## src/rtl/fifo_txuart.sv

```systemverilog
// 8N1 UART transmitter that drains a show-ahead FIFO: one byte per frame,
// back-to-back frames with no idle gap while the FIFO stays non-empty.
module fifo_txuart #(
  parameter int CLOCKS_PER_BAUD = 868,
  parameter int BW              = 8
) (
  input  logic          i_clk,
  input  logic          i_reset,
  input  logic          i_fifo_empty,
  input  logic [BW-1:0] i_fifo_data,
  output logic          o_fifo_rd,
  output logic          o_uart_tx,
  output logic          o_busy
);

  localparam int CW = $clog2(CLOCKS_PER_BAUD + 1);
  localparam int IW = $clog2(BW + 1);
  localparam logic [CW-1:0] BAUD_RELOAD = CW'(CLOCKS_PER_BAUD);
  localparam logic [IW-1:0] LAST_BIT    = IW'(BW - 1);

  typedef enum logic [1:0] {IDLE, START, DATA, STOP} state_t;

  state_t        r_state, w_state_nxt;
  logic [CW-1:0] r_baud_cnt, w_baud_cnt_nxt;
  logic [IW-1:0] r_bit_idx, w_bit_idx_nxt;
  logic [BW-1:0] r_shreg, w_shreg_nxt, w_shreg_shifted;
  logic          r_tx, w_tx_nxt;
  logic          w_period_end;
  logic          w_load;

  // FIFO side: a word is offered while i_fifo_empty is low; o_fifo_rd high
  // takes it on that same clock edge, only when idle or on the final stop cycle.
  assign w_period_end    = (r_baud_cnt == CW'(1));
  assign w_load          = !i_reset && !i_fifo_empty &&
                           (r_state == IDLE || (r_state == STOP && w_period_end));
  assign w_shreg_shifted = r_shreg >> 1;

  always_comb begin
    w_state_nxt    = r_state;
    w_baud_cnt_nxt = r_baud_cnt;
    w_bit_idx_nxt  = r_bit_idx;
    w_shreg_nxt    = r_shreg;
    w_tx_nxt       = r_tx;
    if (r_state != IDLE) begin
      w_baud_cnt_nxt = r_baud_cnt - CW'(1);
    end
    case (r_state)
      START: begin
        if (w_period_end) begin
          w_state_nxt    = DATA;
          w_baud_cnt_nxt = BAUD_RELOAD;
          w_bit_idx_nxt  = '0;
          w_tx_nxt       = r_shreg[0];
        end
      end
      DATA: begin
        if (w_period_end) begin
          w_baud_cnt_nxt = BAUD_RELOAD;
          if (r_bit_idx == LAST_BIT) begin
            w_state_nxt = STOP;
            w_tx_nxt    = 1'b1;
          end else begin
            w_shreg_nxt   = w_shreg_shifted;
            w_bit_idx_nxt = r_bit_idx + IW'(1);
            w_tx_nxt      = w_shreg_shifted[0];
          end
        end
      end
      STOP: begin
        w_tx_nxt = 1'b1;
        if (w_period_end) begin
          w_state_nxt = IDLE;
        end
      end
      default: begin
        w_tx_nxt = 1'b1;
      end
    endcase
    // A pop always wins: it overrides the STOP->IDLE exit for zero-gap frames.
    if (w_load) begin
      w_shreg_nxt    = i_fifo_data;
      w_state_nxt    = START;
      w_baud_cnt_nxt = BAUD_RELOAD;
      w_tx_nxt       = 1'b0;
    end
  end

  always_ff @(posedge i_clk) begin
    if (i_reset) begin
      r_state    <= IDLE;
      r_baud_cnt <= '0;
      r_bit_idx  <= '0;
      r_shreg    <= '0;
      r_tx       <= 1'b1;
    end else begin
      r_state    <= w_state_nxt;
      r_baud_cnt <= w_baud_cnt_nxt;
      r_bit_idx  <= w_bit_idx_nxt;
      r_shreg    <= w_shreg_nxt;
      r_tx       <= w_tx_nxt;
    end
  end

  assign o_fifo_rd = w_load;
  assign o_uart_tx = r_tx;
  assign o_busy    = (r_state != IDLE);

endmodule

```

## config.mk

```make
export PLATFORM = sky130hd
export DESIGN_NAME = fifo_txuart
export DESIGN_NICKNAME = d
export VERILOG_FILES = /design/src/rtl/fifo_txuart.sv
export SDC_FILE = /design/constraint.sdc
export NUM_CORES = 1
export LEC_CHECK = 0
export ABC_AREA = 1
export CAP_MARGIN = 20
export CORE_AREA = 2 2 72 74
export DETAILED_ROUTE_END_ITERATION = 10
export DIE_AREA = 0 0 74 76
export PLACE_DENSITY = 0.53
export SLEW_MARGIN = 5
export SYNTH_ARGS = -nofsm -noshare
export SYNTH_HDL_FRONTEND = slang
export SYNTH_SLANG_ARGS = --single-unit
```

## constraint.sdc

```tcl
create_clock -name i_clk -period 1.45 [get_ports i_clk]
set_input_delay 0.29 -clock i_clk [delete_from_list [all_inputs] [get_ports i_clk]]
set_output_delay 0.29 -clock i_clk [all_outputs]
set_load 0.005 [all_outputs]
```

==> metrics.txt <==
endpoints failing hold 0; initial antenna violation count 0; post-synth top area cell dfxtp_1; RePlAce Congestion roughly 0.77; RSZ-0062 raised after global routing yes; max-cap violations 0; CTS Buffer Depth 2; Data required, critical path 1160 ps; total grt overflow 0; via/cell ratio 4.287; All-Layer GR Usage 0.1345; Max VDD drop ~0.00043 V; number of flops mapped to enable cells by yosys 0; CTS tree yes; die extent in y 76 um; share of layout cells above drive strength 1 0.4491; NumNets Final 285; critical path endpoint category primary output; synthesized cell area between 1000 and 1500 um^2; Final ANT Viol Nets 0; Root Driver clkbuf_8; pin count of the biggest net entering global routing 21; number of global-route vias before repair 1,334; critical-path maximum fanout 2; violated checks setup timing; final wirelength roughly 3.7 mm; CP Launch Type flip-flop; first-pass GRT wire length roughly 6.0 mm; number of distinct library cells after synthesis 33; final setup skew 3.465 ps; clk sinks 25; Leak 0.001045 uW; cell count after synthesis a little under 200; setup TNS -2145 ps; FP Rows 26; DIE AREA ~5600 um^2; synth top area cells dfxtp_1 (35%), nand2_1 (8.5%), nor2_1 (7.2%); most frequent cells in the layout buf_4 (48), nand2_1 (28), nor2_1 (22), dfxtp_1 (21), inv_1 (15); starting density of the core 0.2878; DRT iter0 DRCs 39; Post-Layout Inst Area 2360 um^2; maximum level of the CTS H-tree 1; Slew @ Worst Pin about 340 ps; Avg WL per Cell between 10 and 15 um; Synth warnings 0; ant diodes 0; Seq cells post-synth 25; core box area approximately 5000 um^2; Detailed Routing Iterations Pass 1 4; DP HPWL 2.504 mm; crit share post-route 1.120; # IOs 14; endpoints failing setup 24; Tmin final 1624 ps; clock insertion delay at the later pin of the skew report 270 ps; post-synth top area share 0.3540; ys async rst share 0; die width 74 um; number of port buffers 13; leading cell type in the layout, fill and taps excluded buf_4; vias 1,436; Mapped Nets roughly 210; Fillers 483; total power 1769 uW; area delta synth->final 66.90%; clock slew at reported path FFs 90 ps; placed cell area 1968 um^2; Slew headroom 0.7733; Setup WS post-layout -174.2 ps; CP Class flip-flop to primary output; worst hold path type flip-flop to flip-flop; CTS hold repair buffers 0; syn_area_per_cell 7.288 um^2; Residual DRC 0; part of the Yosys area used for sequential elements 0.3540; Max Clk Rate between 600 and 700 MHz; arrival time worst endpoint 1330 ps; CTS buffer count 3; PwrDens 749.8 nW/um^2; most common flop cell mapped by yosys dfxtp_1; Max Slew Vio Count 0; outcome complete, but fails checks
## final cells by class
class	instances	area, um^2	area share
Multi-Input combinational cell	140	1017	0.4311
Timing Repair Buffer	70	588.1	0.2492
Sequential cell	25	505.5	0.2142
Inverter	26	115.1	0.04878
Tap cell	70	87.58	0.03712
Clock buffer	3	41.29	0.01750
Clock inverter	1	5.005	0.002121
## metrics by stage
| stage | util | std cells | hold slack (ps) | worst slack (ps) |
|---|---|---|---|---|
| floorplan | - | 194 | 359.4 | 4.225 |
| global placement | 0.4007 | 318 | 477.3 | -409.3 |
| detailed placement | 0.4007 | 318 | 481.4 | -404.9 |
| CTS | 0.4457 | 332 | 496.9 | -203.2 |
| global route | 0.4804 | 335 | 519.5 | -291.6 |
| finish | 0.4804 | 335 | 492.7 | -174.2 |
## repair_timing
item,in CTS,in global routing
setup buffers,11,4
cloned,0,0
resized for setup,36,38
pin swaps,18,24
endpoints found under the setup margin,26,26
## synth_stat cells, types with 2 or more instances
master / n
inv_1: 21
a21oi_1: 6
nor3_1: 5
o21ai_1: 6
dfxtp_1: 25
nand2_1: 32
nor2_1: 27
nor2_2: 2
ha_1: 8
nand4_1: 3
nand2_2: 5
a31oi_1: 3
inv_2: 5
nand3_1: 15
a211oi_2: 2
xor2_1: 7
o21ai_0: 6
## where the power goes
group / switching (uW) / internal, uW / total (uW)
clock network: 224 / 192 / 416
registers: 28.8 / 739 / 768
logic: 280 / 306 / 585
total: 532 / 1240 / 1770
## layer usage
layer / wire length [um] / vias to the layer above / track usage
met3: 78 / 2 / 0.02778
met5: 0 / - / 0
met2: 1862 / 9 / 0.2277
li1: - / 769 / -
met4: 26 / 0 / 0.02182
met1: 1708 / 656 / 0.1768
## logic make-up (layout without fill, tap and decap cells)
logic type	count (synthesis)	count (layout)	share of synthesized area
AND/OR/NAND/NOR	99	99	0.3336
buffers and inverters	29	100	0.08496
AO/OA/AOI/OAI	25	25	0.1071
flip-flops	25	25	0.3540
adder cells (fa/ha/maj)	8	8	0.07080
XOR/XNOR	8	8	0.04956
## critical path, cell delays in order (launching register included)
cell,delay (ps)
dfxtp_2,330
inv_2,70
ha_4,140
nand3_4,60
nor2_4,90
nand3_2,70
nand2_2,80
nand2_2,60
inv_2,70
buf_6,90
## path summary, 6_finish.rpt
| path | start | to | slack (ps) | cells past startpoint |
|---|---|---|---|---|
| max | r_baud_cnt[1] | o_fifo_rd | -170 | 9 |
| max reg2reg | r_state[0] | r_baud_cnt[0] | -140 | 8 |
| min reg2reg | r_shreg[2] | r_shreg[2] | 490 | 2 |
| min | r_shreg[2] | r_shreg[2] | 490 | 2 |
## registers in the layout (all words and copies together) (netlist names)
| register | cells |
|---|---|
| r_baud_cnt | 10 |
| r_bit_idx | 4 |
| o_uart_tx | 1 |
| r_shreg | 8 |
| r_state | 2 |
Note: power is estimated with default switching activity, not from simulation.
